==> config.mk <==
export PLATFORM = sky130hd
export DESIGN_NAME = stream_mux_rr
export DESIGN_NICKNAME = d
export VERILOG_FILES = /design/src/rtl/stream_mux_rr.sv
export SDC_FILE = /design/constraint.sdc
export NUM_CORES = 1
export LEC_CHECK = 0
export CAP_MARGIN = 30
export CORE_UTILIZATION = 40
export CTS_CLUSTER_DIAMETER = 40
export DETAILED_ROUTE_END_ITERATION = 8
export PLACE_DENSITY = 0.78
export SLEW_MARGIN = 30
export SYNTH_ARGS = -nofsm -noshare
export SYNTH_HDL_FRONTEND = slang
export SYNTH_SLANG_ARGS = --single-unit
==> constraint.sdc <==
create_clock -name clk -period 3.2 [get_ports clk]
set_input_delay 0.48 -clock clk [delete_from_list [all_inputs] [get_ports clk]]
set_output_delay 0.48 -clock clk [all_outputs]
set_load 0.01 [all_outputs]
==> src/rtl/stream_mux_rr.sv <==
//------------------------------------------------------------------------------
// stream_mux_rr
//
// N-channel packet multiplexer with valid/ready handshakes on every input and a
// single registered output. Arbitration picks one producer per packet, either
// round-robin (search starts at the channel after the last finished packet) or
// fixed priority (lowest index wins). Once a multi-beat packet has started, the
// grant stays on that channel until its last beat has been accepted.
//
// Ports
//   clk        clock, all state changes on the rising edge
//   rst        synchronous active-high reset
//   mode       0 = round-robin, 1 = fixed priority; only looked at when a new
//              packet is being arbitrated
//   in_valid   per-channel beat valid                  [N]
//   in_data    channel i data in bits [i*W +: W]       [N*W]
//   in_last    per-channel end-of-packet               [N]
//   in_ready   per-channel accept, one-hot or zero     [N]
//   out_valid  output register holds a beat
//   out_data   registered beat data                    [W]
//   out_last   registered end-of-packet
//   out_sel    channel that supplied the current beat  [SELW]
//   out_ready  downstream accept
//------------------------------------------------------------------------------
module stream_mux_rr #(
   parameter int N    = 4,
   parameter int W    = 8,
   parameter int SELW = $clog2(N)
) (
   input  logic            clk,
   input  logic            rst,
   input  logic            mode,
   input  logic [N-1:0]    in_valid,
   input  logic [N*W-1:0]  in_data,
   input  logic [N-1:0]    in_last,
   output logic [N-1:0]    in_ready,
   output logic            out_valid,
   output logic [W-1:0]    out_data,
   output logic            out_last,
   output logic [SELW-1:0] out_sel,
   input  logic            out_ready
);

   typedef enum logic {
      ST_IDLE   = 1'b0,
      ST_LOCKED = 1'b1
   } state_t;

   state_t          state_q, state_d;
   logic [SELW-1:0] ptr_q, ptr_d;
   logic [SELW-1:0] lock_ch_q, lock_ch_d;

   logic            out_valid_q, out_valid_d;
   logic [W-1:0]    out_data_q, out_data_d;
   logic            out_last_q, out_last_d;
   logic [SELW-1:0] out_sel_q, out_sel_d;

   // arbitration results
   logic [SELW-1:0] rr_idx;
   logic [SELW-1:0] fp_idx;
   logic [SELW-1:0] cand;
   logic            rr_found;
   logic            any_valid;

   // handshake / selection
   logic [SELW-1:0] grant;
   logic            grant_ok;
   logic            load;
   logic            accept;
   logic [W-1:0]    sel_data;
   logic            sel_last;

   // Channel index increment with explicit wrap so that non-power-of-2 N never
   // produces an index >= N.
   function automatic logic [SELW-1:0] wrap_inc(input logic [SELW-1:0] idx);
      if (idx == SELW'(N - 1)) begin
         return '0;
      end
      return idx + SELW'(1);
   endfunction

   //---------------------------------------------------------------------------
   // Arbitration candidates. Both winners are computed every cycle; the FSM
   // output process decides which one (if any) is used.
   //---------------------------------------------------------------------------
   always_comb begin
      rr_idx    = '0;
      rr_found  = 1'b0;
      fp_idx    = '0;
      cand      = ptr_q;
      any_valid = |in_valid;

      // Round-robin: walk ptr, ptr+1, ... with wrap; first valid wins.
      for (int k = 0; k < N; k++) begin
         if (!rr_found && in_valid[cand]) begin
            rr_found = 1'b1;
            rr_idx   = cand;
         end
         cand = wrap_inc(cand);
      end

      // Fixed priority: scanning downwards leaves the lowest valid index.
      for (int k = N - 1; k >= 0; k--) begin
         if (in_valid[k]) begin
            fp_idx = SELW'(k);
         end
      end
   end

   //---------------------------------------------------------------------------
   // FSM process 1: state and output registers
   //---------------------------------------------------------------------------
   always_ff @(posedge clk) begin
      if (rst) begin
         state_q     <= ST_IDLE;
         ptr_q       <= '0;
         lock_ch_q   <= '0;
         out_valid_q <= 1'b0;
         out_data_q  <= '0;
         out_last_q  <= 1'b0;
         out_sel_q   <= '0;
      end else begin
         state_q     <= state_d;
         ptr_q       <= ptr_d;
         lock_ch_q   <= lock_ch_d;
         out_valid_q <= out_valid_d;
         out_data_q  <= out_data_d;
         out_last_q  <= out_last_d;
         out_sel_q   <= out_sel_d;
      end
   end

   //---------------------------------------------------------------------------
   // FSM process 2: outputs of the current state (grant, ready, data select)
   //---------------------------------------------------------------------------
   always_comb begin
      grant    = '0;
      grant_ok = 1'b0;

      if (state_q == ST_LOCKED) begin
         // Mid-packet: only the locked channel may advance; others wait.
         grant    = lock_ch_q;
         grant_ok = in_valid[lock_ch_q];
      end else begin
         grant    = mode ? fp_idx : rr_idx;
         grant_ok = any_valid;
      end

      // The output register can take a beat when it is empty or being drained
      // on this same edge, which gives back-to-back transfers.
      load   = !out_valid_q || out_ready;
      // rst gates the accept so in_ready stays low for the whole reset cycle.
      accept = load && grant_ok && !rst;

      in_ready = '0;
      sel_data = '0;
      sel_last = 1'b0;
      for (int i = 0; i < N; i++) begin
         if (SELW'(i) == grant) begin
            in_ready[i] = accept;
            sel_data    = in_data[i*W +: W];
            sel_last    = in_last[i];
         end
      end
   end

   //---------------------------------------------------------------------------
   // FSM process 3: next state, pointer, lock channel and output register
   //---------------------------------------------------------------------------
   always_comb begin
      state_d     = state_q;
      ptr_d       = ptr_q;
      lock_ch_d   = lock_ch_q;
      out_valid_d = out_valid_q;
      out_data_d  = out_data_q;
      out_last_d  = out_last_q;
      out_sel_d   = out_sel_q;

      if (accept) begin
         out_valid_d = 1'b1;
         out_data_d  = sel_data;
         out_last_d  = sel_last;
         out_sel_d   = grant;

         if (sel_last) begin
            // Packet finished (single-beat packets never lock); the next
            // round-robin search starts just after this channel.
            state_d = ST_IDLE;
            ptr_d   = wrap_inc(grant);
         end else begin
            state_d   = ST_LOCKED;
            lock_ch_d = grant;
         end
      end else if (load) begin
         // Register drained or empty with nothing new: mark it empty but keep
         // data/last/sel as they were.
         out_valid_d = 1'b0;
      end
   end

   assign out_valid = out_valid_q;
   assign out_data  = out_data_q;
   assign out_last  = out_last_q;
   assign out_sel   = out_sel_q;

endmodule

==> impl_metrics.csv <==
group,metric,value,unit
clock_tree,cts_buffer_depth,2,
die,initial_utilization,42.0,%
die,io_pins,60,
run_status,violations,"negative setup slack",
clock_tree,cts_tree,"yes",
sta,fin_crit_sh,105,%
layout,drive_above_1_share,28.9,%
placement,dp_hpwl,3.54,mm
power_and_ir_drop,p_leak,1.05,nW
logic_synthesis,synth_seq_cells,17,
drt,ant_nets,0,
layout,synthToLayoutAreaGrowth,72.1,%
global_route,grt_max_degree,19,
layout,antennaDiodeCount,0,
sta,rsz0062_at_grt,"true",
logic_synthesis,ys_async_sr_fraction,0,%
logic_synthesis,synthAdderAreaFrac,4.04,%
layout,stdcell_count,325,
sta,worstMarginPinSlew,0.478,ns
drt,drc_errors,0,
clock_tree,clock_latency,0.26,ns
logic_synthesis,synth_flop_cell,"dfxtp_1",
setup_path,critPathKind,"register to register",
setup_path,crit_fanout,6,
logic_synthesis,synth_edf_count,0,
layout,num-fill-cells,297,
drt,drtIter0Drc,138,
global_route,antenna_found_initial,0,
drt,wl,4.99,mm
logic_synthesis,synthXorXnorAreaFrac,0.565,%
worst_hold_path,min_path_type,"register to register",
setup_path,cp.arrival,3.49,ns
sta,hold_viol,0,
clock_tree,root_buffer,"clkbuf_8",
setup_path,cp.required,3.35,ns
die,die_h,64.2,um
clock_tree,htreeDepth,1,
sta,max_freq,299,MHz
logic_synthesis,synth.avg_cell_area,8.07,um^2
clock_tree,cts.sinks,17,
layout,postLayoutCoreUtil,72.3,%
die,core_area,0.00369,mm^2
layout,nNetsFinal,327,
placement,dp_slack,-0.598,ns
drt,dr.pass1.iters,4,
drt,via_per_inst,5.58,
placement,place_congestion,0.846,
global_route,grt_overflow,0,
run_status,status,"finished, violations left",
logic_synthesis,synth_compound_area_share,30.9,%
clock_tree,clkTransAtPathRegs,0.07,ns
placement,portBuffers,59,
global_route,track_usage,24.5,%
sta,fin_skew,0.00549,ns
logic_synthesis,ys_seq_area_share,22.0,%
sta,setup_viol,4,
placement,placed_area,0.00241,mm^2
die,dieArea,0.00413,mm^2
power_and_ir_drop,ir_drop,0.482,mV
layout,fin_area,0.00267,mm^2
logic_synthesis,synth_simple_gate_area_share,28.0,%
sta,fin_crit,3.34,ns
logic_synthesis,syn-num-nets,241,
logic_synthesis,netlist_area,0.00155,mm^2
logic_synthesis,synth_top_family_by_area,"compound AO/OA/AOI/OAI gates",
global_route,grt_pass1_vias,1799,
die,num_rows,22,
logic_synthesis,ys.warnings.count,0,
global_route,grt_pass1_wl,8.10,mm
placement,place_inst,316,
sta,drv_slew,0,
logic_synthesis,synthCells,192,
logic_synthesis,synthMuxAreaShare,8.32,%
die,dieWidth,64.2,um
setup_path,startpoint_type,"register",
sta,relSlewSlack,68.0,%
power_and_ir_drop,power.density,707,mW/mm^2
flow_run,drv_cap,0,
clock_tree,cts_buffers,3,
drt,vias,1814,
drt,routedWlPerCell,15.3,um
logic_synthesis,synth.distinct_cells,50,
setup_path,endpoint_kind,"register",
sta,fin_ws,-0.144,ns
-- state kept, by name, summed over array words and instances (netlist names) --
register   count
out_sel        2
out_valid      1
lock_ch_q      2
ptr_q          2
state_q        1
out_data       8
out_last       1
-- final cells by class --
class                      count  area, um^2  share of cell area, %
clock inverter                 1        5.00                  0.188
inverter                       5        18.8                  0.704
clock buffer                   3        41.3                   1.55
sequential                    17         345                   13.0
timing repair buffer          96         883                   33.1
multi-input combinational    155        1310                   49.2
tap                           48        60.1                   2.25
-- layer usage --
layer / global-route usage (%) / wire length (um)
met5: 0 / 0
met3: 3.39 / 242
met1: 32.9 / 2240
met4: 5.00 / 91
met2: 41.4 / 2410
-- cell usage in the layout, fill, tap and decap left out, types with 3 or more instances in the layout --
cell              n
o211a_1           3
a21oi_1          15
nand2b_1          5
o21ai_0           5
buf_4            32
clkbuf_8          3
dfxtp_1          15
clkdlybuf4s50_1  51
ha_4              5
nor3b_2           3
nor3_1           10
nand2_1           9
nor2_1           15
dlygate4sd2_1     5
buf_6             5
nor2b_1          10
mux2i_1           5
a221oi_1          6
inv_1             5
nand3b_1          4
a211oi_1          9
and2_1            4
-- final timing paths --
path | cells after the start | slack (ns) | to | start
worst min register to register | 2 | 0.50 | out_data[3] | out_data[3]
worst max-delay path | 13 | -0.14 | ptr_q[0] | ptr_q[1]
worst max register to register | 13 | -0.14 | ptr_q[0] | ptr_q[1]
worst min-delay path | 2 | 0.50 | out_data[3] | out_data[3]
-- stage by stage --
step                      power, W  hold slack, ns  setup TNS (ns)
after floorplan            0.00107           0.510         -0.0245
after global placement     0.00146           0.480           -6.41
after detailed placement   0.00148           0.490           -7.98
after CTS                  0.00175           0.502         -0.0744
after global routing       0.00203           0.519           -1.35
final                      0.00188           0.497          -0.275
-- logic make-up (layout without fill, tap and decap cells) --
family,count (synthesis),in the layout
and+or+nand+nor,75,75
AOI/OAI and AO/OA,63,63
buffers and inverters,20,105
DFF,17,17
muxes,11,11
adders and majority gates,5,5
xor gates and xnor gates,1,1
-- report_power, final --
group          switching [W]  internal (W)  total (W)
logic               0.000666      0.000734    0.00140
registers          0.0000432      0.000276   0.000320
clock network      0.0000766     0.0000865   0.000163
total               0.000786       0.00110    0.00188
-- cells in the mapped netlist (all sizes together) (2+ instances only) --
library cell | n | share of area (%)
buf | 10 | 3.7
o211ai | 2 | 1.9
o21ai | 6 | 1.9
a31oi | 2 | 0.81
a21boi | 2 | 0.97
a221oi | 8 | 4.9
inv | 5 | 1.2
a211oi | 12 | 6.8
nand3b | 4 | 1.9
and2 | 4 | 1.6
nand2 | 9 | 2.2
a21oi | 17 | 5.5
nor2b | 11 | 4.4
mux2 | 2 | 1.7
nand2b | 6 | 2.4
and3b | 2 | 1.1
dfxtp | 17 | 22
ha | 5 | 4.0
clkbuf | 5 | 1.2
mux2i | 8 | 5.2
o211a | 3 | 1.9
nor3b | 5 | 2.4
nor2 | 18 | 5.0
nor3 | 10 | 3.2
-- critical path: stages, from the launching register on --
cell and delay (ns):
dfxtp_4 0.35, ha_4 0.28, buf_6 0.13, or3_4 0.32, a21oi_2 0.13, o311ai_1 0.11
o211a_1 0.22, o2bb2ai_4 0.18, ha_4 0.18, nand3b_1 0.15, a221o_1 0.39, a211oi_4 0.27
mux2_4 0.32, a31o_1 0.20
-- what timing repair did --
action                                  CTS  global route
endpoints found under the setup margin   17            17
hold buffers                              0             0
setup buffers                             5             1
pin swaps                                11            10
gates resized for setup                  27            18
No activity file was read; power rests on OpenSTA's default activity.
